[src/rtl/seg7_scan_display.sv]
// seg7_scan_display: multiplexed common-anode 7-segment driver with a sequential
// double-dabble converter, hex mode, leading-zero blanking, DPs and overflow dashes.
module seg7_scan_display #(
    parameter int NUM_DIGITS    = 4,
    parameter int INPUT_WIDTH   = 16,
    parameter int REFRESH_COUNT = 100_000
) (
    input  logic                   clk,
    input  logic                   rst,
    input  logic [INPUT_WIDTH-1:0] value,
    input  logic                   load,
    input  logic                   hex_mode,
    input  logic                   blank_lz,
    input  logic [NUM_DIGITS-1:0]  dp_mask,
    output logic [0:6]             seg,
    output logic                   dp,
    output logic [NUM_DIGITS-1:0]  digit,
    output logic                   busy
);
    localparam int BW = 4 * NUM_DIGITS;
    localparam int CW = $clog2(INPUT_WIDTH + 1);
    localparam int RW = $clog2(REFRESH_COUNT);
    localparam int IW = NUM_DIGITS > 1 ? $clog2(NUM_DIGITS) : 1;
    localparam logic [63:0] DEC_MAX = 64'(10 ** NUM_DIGITS) - 64'd1;
    localparam logic [0:6] GLYPH [16] = '{
        7'b0000001, 7'b1001111, 7'b0010010, 7'b0000110,
        7'b1001100, 7'b0100100, 7'b0100000, 7'b0001111,
        7'b0000000, 7'b0000100, 7'b0001000, 7'b1100000,
        7'b0110001, 7'b1000010, 7'b0110000, 7'b0111000
    };

    typedef enum logic [1:0] {IDLE, CONVERT, COMMIT} state_t;

    state_t                 r_state, w_next;
    logic [INPUT_WIDTH-1:0] r_val, r_sh;
    logic                   r_hex;
    logic [BW-1:0]          r_bcd, w_bcd_adj, r_disp;
    logic [CW-1:0]          r_cnt;
    logic                   r_ovf;
    logic [RW-1:0]          r_ref;
    logic [IW-1:0]          r_idx;
    logic [63:0]            w_ext;
    logic                   w_ovf;
    logic                   w_accept;
    logic                   w_wrap;
    logic [3:0]             w_nib;
    logic                   w_blank;

    assign busy     = r_state != IDLE;
    assign w_accept = r_state == IDLE && load;
    assign w_ext    = 64'(r_val);
    assign w_ovf    = r_hex ? (w_ext >> BW) != 64'd0 : w_ext > DEC_MAX;
    assign w_wrap   = r_ref == RW'(REFRESH_COUNT - 1);
    assign w_nib    = r_disp[{r_idx, 2'b00} +: 4];
    // a digit is leading-zero when it and everything above it is zero
    assign w_blank  = blank_lz && r_idx != '0 && (r_disp >> {r_idx, 2'b00}) == '0;

    always_ff @(posedge clk) begin
        if (rst) r_state <= IDLE;
        else     r_state <= w_next;
    end

    always_comb begin
        w_next = r_state;
        case (r_state)
            IDLE:    w_next = load ? (hex_mode ? COMMIT : CONVERT) : IDLE;
            CONVERT: w_next = r_cnt == CW'(INPUT_WIDTH - 1) ? COMMIT : CONVERT;
            default: w_next = IDLE;
        endcase
    end

    always_comb begin
        w_bcd_adj = r_bcd;
        for (int d = 0; d < NUM_DIGITS; d++)
            w_bcd_adj[4*d +: 4] = r_bcd[4*d +: 4] >= 4'd5 ? r_bcd[4*d +: 4] + 4'd3 : r_bcd[4*d +: 4];
    end

    always_ff @(posedge clk) begin
        if (rst) begin
            r_val  <= '0;
            r_sh   <= '0;
            r_hex  <= 1'b0;
            r_bcd  <= '0;
            r_cnt  <= '0;
            r_disp <= '0;
            r_ovf  <= 1'b0;
        end else if (w_accept) begin
            r_val <= value;
            r_sh  <= value;
            r_hex <= hex_mode;
            r_bcd <= '0;
            r_cnt <= '0;
        end else if (r_state == CONVERT) begin
            r_bcd <= {w_bcd_adj[BW-2:0], r_sh[INPUT_WIDTH-1]};
            r_sh  <= r_sh << 1;
            r_cnt <= r_cnt + 1'b1;
        end else if (r_state == COMMIT) begin
            r_disp <= r_hex ? w_ext[BW-1:0] : r_bcd;
            r_ovf  <= w_ovf;
        end
    end

    always_ff @(posedge clk) begin
        if (rst) begin
            r_ref <= '0;
            r_idx <= '0;
            seg   <= 7'b1111111;
            dp    <= 1'b1;
            digit <= '1;
        end else begin
            r_ref <= w_wrap ? '0 : r_ref + 1'b1;
            if (w_wrap) r_idx <= r_idx == IW'(NUM_DIGITS - 1) ? '0 : r_idx + 1'b1;
            seg   <= r_ovf ? 7'b1111110 : w_blank ? 7'b1111111 : GLYPH[w_nib];
            dp    <= ~dp_mask[r_idx];
            digit <= ~(NUM_DIGITS'(1) << r_idx);
        end
    end
endmodule

[config.mk]
export PLATFORM = sky130hd
export DESIGN_NAME = seg7_scan_display
export DESIGN_NICKNAME = d
export VERILOG_FILES = /design/src/rtl/seg7_scan_display.sv
export SDC_FILE = /design/constraint.sdc
export NUM_CORES = 1
export LEC_CHECK = 0
export BUFFER_PORTS_ARGS = -buffer_cell sky130_fd_sc_hd__buf_2
export CAP_MARGIN = 20
export CORE_UTILIZATION = 55
export CTS_CLUSTER_DIAMETER = 50
export CTS_CLUSTER_SIZE = 8
export DETAILED_ROUTE_END_ITERATION = 10
export GPL_TIMING_DRIVEN = 0
export PLACE_DENSITY = 0.74
export SLEW_MARGIN = 10
export SYNTH_ARGS = -nofsm -noshare
export SYNTH_HDL_FRONTEND = slang
export SYNTH_SLANG_ARGS = --single-unit
export TNS_END_PERCENT = 20
[constraint.sdc]
create_clock -name clk -period 4.9 [get_ports clk]
set_input_delay 0.98 -clock clk [delete_from_list [all_inputs] [get_ports clk]]
set_output_delay 0.98 -clock clk [all_outputs]
set_load 0.005 [all_outputs]
* Yosys cells after proc, flatten, opt, wreduce, memory -nomap -nowiden
Memory sizes are Yosys's and may differ from the RTL's.
Cells that the tools add are included.
** Word-level totals
- Flip-flop bits (word level) :: 104
- Bits in latches :: 0
- Bits in writable memories :: 0
- Bits in read-only memories :: 112
- Input port bits :: 25
- Output and inout bits :: 13
- Word-level logic and storage cells :: 73
- Memories :: 1
** Memories
- (name not given) :: depth 16, width 7, rd ports 1, clocked after Yosys merged registers in 0, write ports 0, RTL line 113 : seg <= r_ovf ? 7'b1111110 : w_blank ? 7'b1111111 : GLYPH[w_nib];
** Operators by class
- $add $sub $neg :: 7
- Multipliers :: 0
- Div/mod/pow operators :: 0
- Magnitude comparators :: 7
- Eq/ne operators :: 5
- Shift-type cells :: 3
- Multiplexer cells :: 19
- Bitwise gates (word level) :: 5
- Reductions and logical operators :: 12
** Operators with widths (number)
- $mux W16 :: 3
- $add A17 B1 Y17 const B :: 1
- $eq A17 B17 Y1 const B :: 1
- $ge A4 B3 Y1 const B :: 4
- $gt A16 B14 Y1 const B :: 1
- $logic_not A16 Y1 :: 1
- $shiftx A16 B5 Y4 :: 1
- $shr A16 B4 Y16 :: 1
- $mux W7 :: 2
- $add A4 B2 Y4 const B :: 3
- $mux W4 :: 3
- $mux W2 :: 4
- $reduce_bool A2 Y1 :: 3
- $add A5 B1 Y5 const B :: 1
- $eq A5 B4 Y1 const B :: 1
- $ge A5 B5 Y1 const B :: 1
- $not A4 Y5 :: 1
- $eq A2 B2 Y1 const B :: 2
- $mux W1 :: 4
- $not A4 Y4 :: 1
- $pmux W2 S2 :: 1
- $reduce_or A2 Y1 :: 2
- $shl A1 B2 Y4 const A :: 1
- $add A3 B2 Y3 const B :: 1
- 10 further kinds :: 14

* Depth between registers and ports, before layout
- Depth in word-level cells :: 7
- Gate-level depth with buffers :: 9
- Depth with buffers taken out :: 8

* Worst setup path before layout
OpenSTA, ideal clock, no wires.
- Path kind :: register to register
- Start point :: reg r_idx[0]
- End point :: reg seg[1] in the netlist's numbering
- Setup time :: 0.079 ns
- Data arrival time :: 2.126 ns
- Required time :: 4.821 ns
- Setup slack :: 2.695 ns
- Stages on the path, launching flop included :: 10
- Buffers on the path :: 1
- Period minus slack after synthesis :: 2.205 ns
- Path through :: dfxtp_1 > buf_6 > mux4_2 > inv_1 > ha_1 > nor4b_1 > o311ai_0 > a21oi_1 > nor3_1 > o211ai_1
** Between the ends
- Longest elaborated chain between the ends :: 5
- Elaborated cells on any way between the ends :: 11
- Classes of those cells :: shift: 2; mux: 2; bitwise: 1; reduce/logical: 5; memory: 1
** Ends and longest elaborated chain
- start, declared :: RTL line 41 : logic [IW-1:0] r_idx;
- start signal, assigned :: RTL line 112 : if (w_wrap) r_idx <= r_idx == IW'(NUM_DIGITS - 1) ? '0 : r_idx + 1'b1;
- $shiftx A16 B5 Y4 :: RTL line 54 : assign w_nib = r_disp[{r_idx, 2'b00} +: 4];
- $not A4 Y5 (not written as such) :: RTL line 113
- $mem_v2 Z16 W7
- $mux W7 (not written as such) (2 in series) :: RTL line 113
- end signal, assigned :: RTL line 113
- end, declared :: RTL line 15 : output logic [0:6] seg,
Several ways; a longest one is shown, not always the timed one. The select of a mux whose other input is x is not followed.
A chain may end at the register's enable or synchronous reset.

* Worst setup path in the final report
- Start point :: reg r_idx[1]
- End point :: reg seg[4] in the netlist's numbering
The elaborated chain is that of the path after synthesis.

==> impl_metrics.tcl <==
set metrics [dict create \
    antenna_found_initial 0 \
    setup_viol 0 \
    hold_end "r_sh[0]" \
    reg2reg_from "r_idx[1]" \
    worstHoldPathType "register to register" \
    cp-start-kind "register" \
    io_pins 38 \
    crit_family "simple AND/OR/NAND/NOR gates" \
    ys_seq_elements 104 \
    synth_ff_type "dfxtp_1" \
    syn_to_final_growth_pct 11.3 \
    syn-num-nets 592 \
    min_from "r_sh[0]" \
    h-tree-depth 3 \
    synthArstFlopShare_pct 0 \
    rr_worst_depth 9 \
    cts_resized 0 \
    post-route-util_pct 63.5 \
    ys_warn_count 0 \
    drive_gt1_share_pct 11.7 \
    synth.area.top_cells "dfxtp_1 44%, nand2_1 8.0%, ha_1 5.3%" \
    clk_latency_ns 0.37 \
    synth_enable_flop_cells 0 \
    cts_root_buf "clkbuf_8" \
    worst-slew-pin-transition_ns 0.625 \
    yosys.area.top_type "dfxtp_1" \
    p_leak_uw 0.00188 \
    coreArea_sq_mm 0.00822 \
    place_hpwl_mm 7.39 \
    initial_core_util_pct 57.0 \
    diodes 0 \
    critical_path_class "register to register" \
    cp.required_ns 5.13 \
    cts_buffers 9 \
    status "finished, final reports clean" \
    path_buf_inv 2 \
    maxSlewViolCount 0 \
    postPlaceCellArea_sq_mm 0.00500 \
    via_count 3824 \
    post-place-ws_ns 2.30 \
    dieArea_sq_mm 0.00889 \
    period_needed_ns 2.60 \
    timing.final.ws_setup_ns 2.30 \
    vias_per_cell 5.43 \
    cts_hold_buf 0 \
    crit_arrival_ns 2.83 \
    min_period_over_period_pct 53.2 \
    p_per_area_mw_per_mm2 316 \
    critPathSlowestCell "nor3_1" \
    post_cts_buffers 0 \
    drc 0 \
    wl_mm 9.89 \
    drt_iter0_markers 175 \
    tritoncts "done" \
    finalInstanceArea_sq_mm 0.00521 \
    clock_sinks 104 \
    io_buffers 37 \
    regToRegSetupSlack_ns 2.30 \
    synth_area_sq_mm 0.00468 \
    antenna_left 0 \
    cap_violations 0 \
    finalWeightedCongestion 0.852 \
    wl_per_cell_um 14.0 \
    clk_pin_slew_ns 0.10 \
    syn-instance-count 547 \
    ys_seq_area_share_pct 44.5 \
    peakVddDrop_v 0.000220 \
    synth_top_area_share_pct 44.5 \
    grt_overflow 0 \
    grt_pass1_vias 3435 \
    fin_skew_ns 0.0111 \
    grt_setup_unrepaired "false" \
    cp_cell_sequence "clkbuf_1 > mux4_2 > inv_1 > ha_1 > nor4b_1 > o311ai_0 > a21oi_1 > nor3_1 > o211ai_1" \
    die-height_um 94.3 \
    clock_path_buffers 2 \
    cp.depth 9 \
    slew_headroom_pct 58.0 \
    endpoint_kind "register" \
    grt_pass1_wl_mm 16.1 \
    grt_usage_pct 23.5 \
    cp_max_fo 9 \
    die_w_um 94.3 \
    hold_violations 0 \
    critPathMaxStageDelay_ns 0.50 \
    finalSetupTns_ns 0 \
    avgSynthCellArea_sq_um 8.56 \
    reg2reg_to "seg[4]" \
    min_delay_path_depth 2 \
    nNetsFinal 640 \
    drtPass1Iterations 5 \
    synth_cell_types 41 \
    report.power.total_uw 1650 \
    clock.fmax_mhz 384 \
    rows 33 \
    grt_max_degree 18 \
]
==> synthesized netlist by cell type, drive strengths merged (2+ instances only) <==
cell and count:
xnor2 12, dfxtp 104, xor2 13, clkbuf 20, mux4 5, nor3 11, a31oi 15, buf 11
nand2 100, nor2b 3, mux2i 19, nand4 5, a21oi 44, nor4 4, nand2b 13, inv 17
nand3 11, a211oi 18, nor2 61, and3 4, nand3b 2, o211ai 5, o21ai 13, mux2 3
ha 20, and2 4
==> routing by layer <==
| metal | vias to the layer above | routed length, um | GRT usage (%) |
|---|---|---|---|
| li1 | 1956 | - | - |
| met1 | 1781 | 4460 | 28.8 |
| met2 | 73 | 4860 | 40.0 |
| met3 | 14 | 422 | 4.77 |
| met4 | 0 | 141 | 9.10 |
| met5 | - | 0 | 0 |
==> layout by cell type (no fill, tap or decap), drive strengths merged <==
cell type  instances
ha                20
xnor2             12
inv               20
and3b              1
and4               1
dfxtp            104
o311ai             1
o211ai             5
bufinv             2
nand4              5
or4                1
o21ai             13
and2               4
a221oi             1
a31oi             15
mux2i             19
nor4b              1
nand2            100
o32ai              1
buf               48
nor3b              1
a211oi            18
nor2b              3
o21bai             1
nor3              11
clkbuf            30
mux4               5
nor4               4
nor2              61
xor2              13
and3               4
or2                1
a21oi             44
nand2b            13
nand3b             2
nand3             11
mux2               3
==> worst max-delay path by stage <==
stage                         to     start  slack (ns)
after CTS                 seg[4]  r_idx[1]        2.28
after global placement    seg[1]  r_idx[1]        2.36
final                     seg[4]  r_idx[1]        2.30
after detailed placement  seg[4]  r_idx[1]        2.30
after floorplan           seg[1]  r_idx[0]        2.69
after global routing      seg[4]  r_idx[1]        2.03
==> registers in the layout, indices dropped and copies added, names as in the netlist, 4 cells and up <==
| name | flops |
|---|---|
| r_ref | 17 |
| r_bcd | 16 |
| r_disp | 16 |
| r_sh | 16 |
| r_val | 16 |
| seg | 7 |
| r_cnt | 5 |
| digit | 4 |
==> final cells by class <==
class / count / area [sq um]
clock inverters: 5 / 86.3
fillers: 752 / 3000
plain buffers: 31 / 145
well taps: 105 / 131
multi-input cells: 395 / 2390
clock buffers: 10 / 128
flip-flops and latches: 104 / 2080
inverters: 17 / 63.8
repair buffers: 37 / 185
==> stage by stage <==
| stage | cells | hold WS (ns) |
|---|---|---|
| floorplan | 547 | 0.417 |
| global placement | 689 | 0.428 |
| detailed placement | 689 | 0.451 |
| CTS | 704 | 0.463 |
| global route | 704 | 0.483 |
| finish | 704 | 0.464 |
==> power breakdown <==
group          internal, uW  switching, uW  total, uW
registers               881           23.8        905
clock network           291            293        584
logic                  62.5           96.5        159
==> cells by family after synthesis <==
family,synth area share (%)
and+or+nand+nor,21.2
DFF,44.5
AOI/OAI and AO/OA,12.6
buffers and inverters,4.46
muxes,7.27
xor gates and xnor gates,4.68
adders and majority gates,5.34
==> worst register-to-register path: stages, from the launching register on <==
cell      delay (ns)
dfxtp_1         0.37
clkbuf_1        0.37
mux4_2          0.34
inv_1           0.10
ha_1            0.25
nor4b_1         0.15
o311ai_0        0.10
a21oi_1         0.11
nor3_1          0.50
o211ai_1        0.16
Note: power is estimated with default switching activity, not from simulation.
